**src/rtl/bus_arbiter_pkg.sv**
```systemverilog
// bus_arbiter_pkg: shared FSM type and constants for the req/ack bus arbiter
package bus_arbiter_pkg;
   typedef enum logic [1:0] {IDLE, BUSY, RESP} arb_state_t;
   localparam int PRIO_RR = 0;
   localparam int PRIO_FIXED = 1;
   localparam logic [63:0] TIMEOUT_RDATA = '0;
endpackage

```
**src/rtl/arb_pick.sv**
```systemverilog
// arb_pick: combinational winner select, round-robin from ptr or lowest index
module arb_pick #(
   parameter int N = 2,
   parameter int W = 1
) (
   input  logic [N-1:0] req,
   input  logic [W-1:0] ptr,
   input  logic         mode,
   output logic         valid,
   output logic [W-1:0] idx
);
   // walk candidates from farthest to nearest so the nearest requester wins
   always_comb begin
      idx = '0;
      for (int i = N - 1; i >= 0; i--) begin
         automatic int j = mode ? i : (int'(ptr) + i) % N;
         if (req[j]) idx = W'(j);
      end
   end
   assign valid = |req;
endmodule

```
**src/rtl/bus_arbiter.sv**
```systemverilog
// bus_arbiter: N-master to 1-slave req/ack arbiter, round-robin or fixed
// priority, with an optional watchdog that error-acks hung slave accesses.
module bus_arbiter
   import bus_arbiter_pkg::*;
#(
   parameter int NUM_PORTS      = 2,
   parameter int ADDR_W         = 32,
   parameter int DATA_W         = 32,
   parameter int PRIORITY_MODE  = 0,
   parameter int TIMEOUT_CYCLES = 0,
   localparam int GW = NUM_PORTS > 1 ? $clog2(NUM_PORTS) : 1,
   localparam int MW = DATA_W / 8
) (
   input  logic                      clk,
   input  logic                      rstz,
   input  logic [NUM_PORTS-1:0]      m_req,
   input  logic [NUM_PORTS-1:0]      m_wr_en,
   input  logic [NUM_PORTS*ADDR_W-1:0] m_addr,
   input  logic [NUM_PORTS*DATA_W-1:0] m_wdata,
   input  logic [NUM_PORTS*MW-1:0]   m_mask,
   output logic [NUM_PORTS-1:0]      m_ack,
   output logic                      m_err,
   output logic [DATA_W-1:0]         m_rdata,
   output logic                      s_req,
   output logic                      s_wr_en,
   output logic [ADDR_W-1:0]         s_addr,
   output logic [DATA_W-1:0]         s_wdata,
   output logic [MW-1:0]             s_mask,
   input  logic                      s_ack,
   input  logic [DATA_W-1:0]         s_rdata,
   output logic [GW-1:0]             grant_id
);
   localparam int CW = TIMEOUT_CYCLES > 0 ? $clog2(TIMEOUT_CYCLES + 1) : 1;
   localparam logic [CW-1:0] CNT_LAST = CW'(TIMEOUT_CYCLES > 0 ? TIMEOUT_CYCLES - 1 : 0);
   arb_state_t state;
   logic [GW-1:0] rr_ptr, win;
   logic [CW-1:0] cnt;
   logic any_req, timeout;
   arb_pick #(.N(NUM_PORTS), .W(GW)) u_pick (
      .req(m_req),
      .ptr(rr_ptr),
      .mode(PRIORITY_MODE == PRIO_FIXED),
      .valid(any_req),
      .idx(win)
   );
   assign timeout = (TIMEOUT_CYCLES > 0) && (cnt == CNT_LAST);
   always_ff @(posedge clk or negedge rstz)
      if (!rstz) begin
         state    <= IDLE;
         s_req    <= 1'b0;
         s_wr_en  <= 1'b0;
         s_addr   <= '0;
         s_wdata  <= '0;
         s_mask   <= '0;
         m_ack    <= '0;
         m_err    <= 1'b0;
         m_rdata  <= '0;
         grant_id <= '0;
         rr_ptr   <= '0;
         cnt      <= '0;
      end else
         case (state)
            IDLE:
               if (any_req) begin
                  state    <= BUSY;
                  s_req    <= 1'b1;
                  s_wr_en  <= m_wr_en[win];
                  s_addr   <= m_addr[win*ADDR_W +: ADDR_W];
                  s_wdata  <= m_wdata[win*DATA_W +: DATA_W];
                  s_mask   <= m_mask[win*MW +: MW];
                  grant_id <= win;
                  cnt      <= '0;
               end
            // a real ack in the watchdog's last cycle still counts as success
            BUSY:
               if (s_ack || timeout) begin
                  state   <= RESP;
                  s_req   <= 1'b0;
                  m_ack   <= NUM_PORTS'(1) << grant_id;
                  m_err   <= !s_ack;
                  m_rdata <= s_ack ? s_rdata : DATA_W'(TIMEOUT_RDATA);
                  if (s_ack) rr_ptr <= (int'(grant_id) == NUM_PORTS - 1) ? '0 : grant_id + 1'b1;
               end else
                  cnt <= cnt + 1'b1;
            default: begin
               state <= IDLE;
               m_ack <= '0;
               m_err <= 1'b0;
            end
         endcase
endmodule

```
**config.mk**
```make
export PLATFORM = sky130hd
export DESIGN_NAME = bus_arbiter
export DESIGN_NICKNAME = d
export VERILOG_FILES = /design/src/rtl/bus_arbiter_pkg.sv /design/src/rtl/arb_pick.sv /design/src/rtl/bus_arbiter.sv
export SDC_FILE = /design/constraint.sdc
export NUM_CORES = 1
export LEC_CHECK = 0
export ABC_AREA = 1
export BUFFER_PORTS_ARGS = -buffer_cell sky130_fd_sc_hd__buf_2
export CORE_MARGIN = 5
export CORE_UTILIZATION = 46
export DETAILED_ROUTE_END_ITERATION = 6
export PLACE_DENSITY = 0.83
export SYNTH_ARGS = -nofsm -noshare
export SYNTH_HDL_FRONTEND = slang
export SYNTH_SLANG_ARGS = --single-unit
```
**constraint.sdc**
```tcl
create_clock -name clk -period 1.6 [get_ports clk]
set_input_delay 0.08 -clock clk [delete_from_list [all_inputs] [get_ports clk]]
set_output_delay 0.08 -clock clk [all_outputs]
set_load 0.005 [all_outputs]
```
==> results of run 1 <==
-- routing by layer --
metal | up-vias | track usage [%] | share of wire [%]
met1 | 2470 | 28.2 | 39
met3 | 52 | 6.11 | 8.8
met5 | - | 0 | 0.079
met4 | 2 | 10.3 | 4.0
li1 | 2838 | - | -
met2 | 263 | 37.8 | 48
-- through the flow --
step                      utilization (%)  total power [mW]  instances
final                                65.8              12.0       1201
after floorplan                         -              7.51        757
after global placement               60.2              9.71       1149
after global routing                 65.8              13.0       1201
after detailed placement             60.2              9.88       1149
after CTS                            65.7              12.1       1199
-- worst min-delay path, delay by kind of cell --
kind | cells | cell delay (ps)
buffers and inverters | 2 | 100
AND/OR/NAND/NOR | 3 | 160
-- layout make-up --
| class | instances | area [µm²] | area share (%) |
|---|---|---|---|
| tap | 143 | 179 | 2.37 |
| inverter | 145 | 549 | 7.29 |
| clock inverter | 7 | 58.8 | 0.780 |
| multi-input combinational | 461 | 1930 | 25.6 |
| antenna | 2 | 5.00 | 0.0664 |
| sequential | 109 | 2730 | 36.2 |
| clock buffer | 9 | 225 | 2.99 |
| timing repair buffer | 325 | 1860 | 24.7 |
-- cells in the mapped netlist, drive strengths merged --
cell / n
o21ai: 4
clkbuf: 13
nand2: 313
nor2: 4
a21oi: 1
buf: 29
inv: 144
dfrtp: 109
clkinv: 1
nand3: 139
-- logic make-up after synthesis --
logic type | after synthesis
and+or+nand+nor | 456
buffers and inverters | 187
DFF | 109
AOI/OAI and AO/OA | 5
-- worst max-delay path by stage --
stage / start / end / slack, ps / cells after the start
2_1_floorplan: state[1]$_DFFE_PN0P_ / s_addr[0]$_DFFE_PN0P_ / 460 / 7
3_3_place_gp: state[0]$_DFFE_PN0P_ / state[0]$_DFFE_PN0P_ / 160 / 5
3_5_place_dp: state[0]$_DFFE_PN0P_ / state[0]$_DFFE_PN0P_ / 70 / 5
4_1_cts: state[0]$_DFFE_PN0P_ / state[0]$_DFFE_PN0P_ / 50 / 5
5_1_grt: state[0]$_DFFE_PN0P_ / s_addr[31]$_DFFE_PN0P_ / 120 / 6
6_report: state[1]$_DFFE_PN0P_ / s_wdata[18]$_DFFE_PN0P_ / 220 / 6
-- timing repair --
| action | 4_1_cts | 5_1_grt |
|---|---|---|
| setup endpoints to repair | 0 | 1 |
| gates resized for setup | 0 | 1 |
| hold endpoints to repair | 142 | 0 |
| hold buffers | 34 | 0 |
-- registers in the layout, indices dropped and copies added, names as in the netlist --
register / cells
m_err: 1
s_wr_en: 1
state: 2
s_addr: 32
s_mask: 4
rr_ptr: 1
s_wdata: 32
grant_id: 1
s_req: 1
m_ack: 2
m_rdata: 32
-- power by group --
group	leakage (nW)	switching (mW)	internal (mW)
combinational	3.31	2.91	2.09
clock	0.133	1.04	1.08
sequential	1.33	0.749	4.11
total	4.78	4.70	7.27
==> impl_metrics.json, run 1 <==
{
  "synth_area_um2": 5420,
  "syn_inst": 757,
  "crit_family": "simple AND/OR/NAND/NOR gates",
  "ant_nets": 0,
  "design_area_um2": 7540,
  "hold_end": "s_wdata[28]$_DFFE_PN0P_",
  "synth_mux_area_share_pct": 0,
  "cts-root-buf": "clkbuf_16",
  "setup_viol": 0,
  "cts_tree": "built",
  "cts_max_level": 3,
  "synthToLayoutAreaGrowth_pct": 39.1,
  "yosysTopAreaCellShare_pct": 50.3,
  "p_leak_nw": 4.78,
  "synth_compound_area_share_pct": 0.462,
  "whs_path_depth": 5,
  "mostFrequentLayoutCells": "311 x nand2_1, 279 x buf_2, 143 x inv_1",
  "min-delay-start": "m_wdata[28]",
  "hold_violations": 0,
  "synth.area.top_cells": "dfrtp_1 50%, nand2_1 22%, nand3_1 13%",
  "fillers": 1019,
  "reg2reg_slack_ps": 220,
  "overflow": 0,
  "die_h_um": 119,
  "drt_iter0_drc": 437,
  "startpoint_type": "flop",
  "die_area_um2": 14100,
  "crit_chain": "inv_1, nand2_1, nor2_4, buf_12, nand3_1, nand2_1",
  "synth_xor_area_share_pct": 0,
  "synth-simple-area-share_pct": 35.1,
  "hold_class": "input port to flop",
  "cap_violations": 0,
  "vias_per_cell": 4.68,
  "min_period_over_period_pct": 86.0,
  "finalSetupTns_ps": 0,
  "pre_cts_ws_ps": 68.8,
  "crit_required_ps": 1870,
  "globalplace.congestion": 0.839,
  "wirelength_um": 16500,
  "drive_above_1_share_pct": 29.6,
  "hold_slack_ps": 31.6,
  "rsz0062_at_grt": "false",
  "worst_pin_slew_ps": 614,
  "period_minus_slack_ps": 1380,
  "final_nets": 1226,
  "core_um2": 11500,
  "grt_pass1_vias": 5404,
  "die_w_um": 119,
  "drv_slew": 0,
  "clk_pin_slew_worst_paths_ps": 80,
  "fin_skew_ps": 7.78,
  "synthAdderAreaFrac_pct": 0,
  "grt_pass1_wl_um": 26500,
  "worstSkewPairLatency_ps": 340,
  "grt_max_degree": 110,
  "io_buffers": 280,
  "r2r-start": "state[1]$_DFFE_PN0P_",
  "critPathBufInv": 2,
  "ir_drop_mv": 1.06,
  "antenna_found_initial": 3,
  "critPathMaxStageDelay_ps": 380,
  "ys_types": 16,
  "wl_per_cell_um": 13.7,
  "synth_top_family_by_area": "simple AND/OR/NAND/NOR gates",
  "crit_arrival_ps": 1650,
  "status": "complete, no violations",
  "ys_ff_latch": 109,
  "clkSinkCount": 109,
  "p_per_area_nw_per_um2": 1590,
  "firstDrtPassIters": 4,
  "r2r_cells": 6,
  "setup.worst_path.end_class": "flop",
  "worst_path_most_repeated_cell": "nand2_1",
  "final_common_cell": "nand2_1",
  "numCtsBuffers": 9,
  "syn_nets": 932,
  "max_slew_margin_pct": 59.1,
  "synth_seq_area_share_pct": 50.3,
  "grt_usage_pct": 22.9,
  "post_cts_buffers": 0,
  "placed_area_um2": 6910,
  "worstPathMaxFanout": 70,
  "dp_hpwl_um": 11500,
  "synth_warnings": 0,
  "fp-row-count": 39,
  "dr_total_vias": 5625,
  "max_freq_ghz": 0.727,
  "fin_ws_ps": 224,
  "avgSynthCellArea_um2": 7.16,
  "ios": 281,
  "r2r_end": "s_wdata[18]$_DFFE_PN0P_",
  "clock_path_buffers": 2,
  "route.detailed.drc": 0,
  "cp_slowest_cell": "dfrtp_1",
  "synth_top_area_cell": "dfrtp_1",
  "setup.worst_path.class": "flop to flop",
  "initial_utilization_pct": 47.3
}
(Power assumes the default switching activity.)
==> run 2, diff against run 1 <==
--- a/config.mk
+++ b/config.mk
@@ -8,9 +8,9 @@
 export ABC_AREA = 1
 export BUFFER_PORTS_ARGS = -buffer_cell sky130_fd_sc_hd__buf_2
 export CORE_MARGIN = 5
-export CORE_UTILIZATION = 46
+export CORE_UTILIZATION = 35
 export DETAILED_ROUTE_END_ITERATION = 6
-export PLACE_DENSITY = 0.83
+export PLACE_DENSITY = 0.66
 export SYNTH_ARGS = -nofsm -noshare
 export SYNTH_HDL_FRONTEND = slang
 export SYNTH_SLANG_ARGS = --single-unit
==> run 2 against run 1 <==
  * Clock power grew 10%
  * Largest power group unchanged
  * Via count shrank 0.80%
  * Critical path depth is the same
  * Non-clock buffer count grew 3
  * Core utilization shrank 15 points
  * Clock-buffer cell count is the same
  * Wire length grew 3.9%
  * Combinational power grew 1%
  * Sequential share of layout area shrank 0.61 points
  * First-iteration DRC count shrank 43%
  * Register-to-register slack lost 40 ps
  * Critical path type unchanged
==> impl_metrics.json, run 2 (synthesis gave the netlist of run 1 again) <==
{
  "status": "complete, no violations",
  "r2r-start": "state[0]$_DFFE_PN0P_",
  "min_period_over_period_pct": 88.6,
  "worstPathMaxFanout": 70,
  "min-delay-start": "m_addr[11]",
  "die_area_um2": 18100,
  "drt_iter0_drc": 247,
  "setup_viol": 0,
  "antenna_found_initial": 2,
  "initial_utilization_pct": 35.6,
  "period_minus_slack_ps": 1420,
  "max_slew_margin_pct": 63.3,
  "clk_pin_slew_worst_paths_ps": 90,
  "setup.worst_path.class": "flop to flop",
  "reg2reg_slack_ps": 180,
  "fp-row-count": 45,
  "fin_ws_ps": 183,
  "core_um2": 15200,
  "r2r_end": "s_wdata[22]$_DFFE_PN0P_",
  "final_common_cell": "nand2_1",
  "overflow": 0,
  "cts_tree": "built",
  "hold_end": "s_addr[11]$_DFFE_PN0P_",
  "dr_total_vias": 5580,
  "wirelength_um": 17100,
  "ir_drop_mv": 0.691,
  "io_buffers": 280,
  "hold_class": "input port to flop",
  "grt_pass1_vias": 5444,
  "grt_pass1_wl_um": 27500,
  "r2r_cells": 6,
  "synthToLayoutAreaGrowth_pct": 41.5,
  "firstDrtPassIters": 4,
  "wl_per_cell_um": 13.7,
  "route.detailed.drc": 0,
  "finalSetupTns_ps": 0,
  "cts_max_level": 3,
  "p_per_area_nw_per_um2": 1590,
  "fin_skew_ps": 9.69,
  "cts-root-buf": "clkbuf_16",
  "setup.worst_path.end_class": "flop",
  "crit_required_ps": 1890,
  "worst_pin_slew_ps": 550,
  "grt_max_degree": 73,
  "die_h_um": 134,
  "top_regs": "m_rdata: 32 flops, s_addr: 32 flops, s_wdata: 32 flops",
  "drive_above_1_share_pct": 29.8,
  "grt_usage_pct": 18.9,
  "clock_path_buffers": 2,
  "die_w_um": 134,
  "clkSinkCount": 109,
  "drv_slew": 0,
  "ant_nets": 0,
  "cap_violations": 0,
  "max_freq_ghz": 0.706,
  "hold_violations": 0,
  "p_leak_nw": 4.82,
  "rsz0062_at_grt": "false",
  "mostFrequentLayoutCells": "311 x nand2_1, 279 x buf_2, 143 x inv_1",
  "startpoint_type": "flop",
  "final_nets": 1229,
  "worstSkewPairLatency_ps": 350,
  "crit_arrival_ps": 1710,
  "ios": 281,
  "globalplace.congestion": 0.789,
  "final_util_pct": 50.4,
  "numCtsBuffers": 9,
  "dp_hpwl_um": 12000,
  "p_total_mw": 12.2,
  "pre_cts_ws_ps": 18.4,
  "vias_per_cell": 4.47,
  "whs_path_depth": 5
}
==> run 2: changes by cell type in the layout (fill, tap and decap cells not counted) <==
cell        change
clkinv_4        -3
inv_6           +1
clkinvlp_4      -2
clkinv_8        +2
diode_2         -1
buf_4           +1
inv_12          +1
inv_8           +1
buf_12          +2
==> run 2: cell type report <==
type / count / area (µm²)
multi-input cells: 461 / 1930
clock buffers: 9 / 225
fillers: 1533 / 7530
diodes: 1 / 2.50
well taps: 188 / 235
inverters: 145 / 549
clock inverters: 7 / 86.3
flip-flops and latches: 109 / 2730
repair buffers: 328 / 1910
==> run 2: repair_timing <==
item / in CTS / in global routing
hold endpoints to repair: 142 / 0
setup buffers: 0 / 0
setup endpoints to repair: 0 / 9
hold buffers: 34 / 0
resized for setup: 0 / 1
==> run 2: metrics by stage <==
stage,std cells,cell area [µm²],hold WS (ps)
floorplan,757,5420,-216
global placement,1197,7010,-21.8
detailed placement,1197,7010,-16.3
CTS,1247,7660,0.441
global route,1248,7670,23.1
finish,1248,7670,16.7
==> run 2: how the worst max path moves through the flow <==
stage,startpoint,to,slack (ps),cells after the start
after floorplan,state[1]$_DFFE_PN0P_,s_addr[0]$_DFFE_PN0P_,460,7
after global placement,state[0]$_DFFE_PN0P_,state[0]$_DFFE_PN0P_,100,5
after detailed placement,state[0]$_DFFE_PN0P_,state[0]$_DFFE_PN0P_,20,5
after CTS,state[0]$_DFFE_PN0P_,state[0]$_DFFE_PN0P_,6,5
after global routing,state[0]$_DFFE_PN0P_,s_wdata[29]$_DFFE_PN0P_,80,6
final,state[0]$_DFFE_PN0P_,s_wdata[22]$_DFFE_PN0P_,180,6
==> run 2: where the power goes <==
part	internal [mW]	total [mW]	switching [mW]
clock	1.14	2.32	1.19
sequential	4.11	4.82	0.715
combinational	2.12	5.05	2.93
total	7.36	12.2	4.83
==> run 2: critical path, cell delays in order, from the launching register on <==
cell,delay (ps)
dfrtp_1,420
inv_1,70
nand2_1,80
nor2_4,170
buf_12,290
nand3_1,160
nand2_1,80
==> run 2: per-layer routing <==
| layer | vias up | GRT usage, % | part of all wire [%] |
|---|---|---|---|
| li1 | 2846 | - | - |
| met1 | 2508 | 24.3 | 43 |
| met2 | 205 | 31.3 | 47 |
| met3 | 19 | 5.10 | 7.9 |
| met4 | 2 | 5.71 | 1.6 |
| met5 | - | 0 | 0.11 |
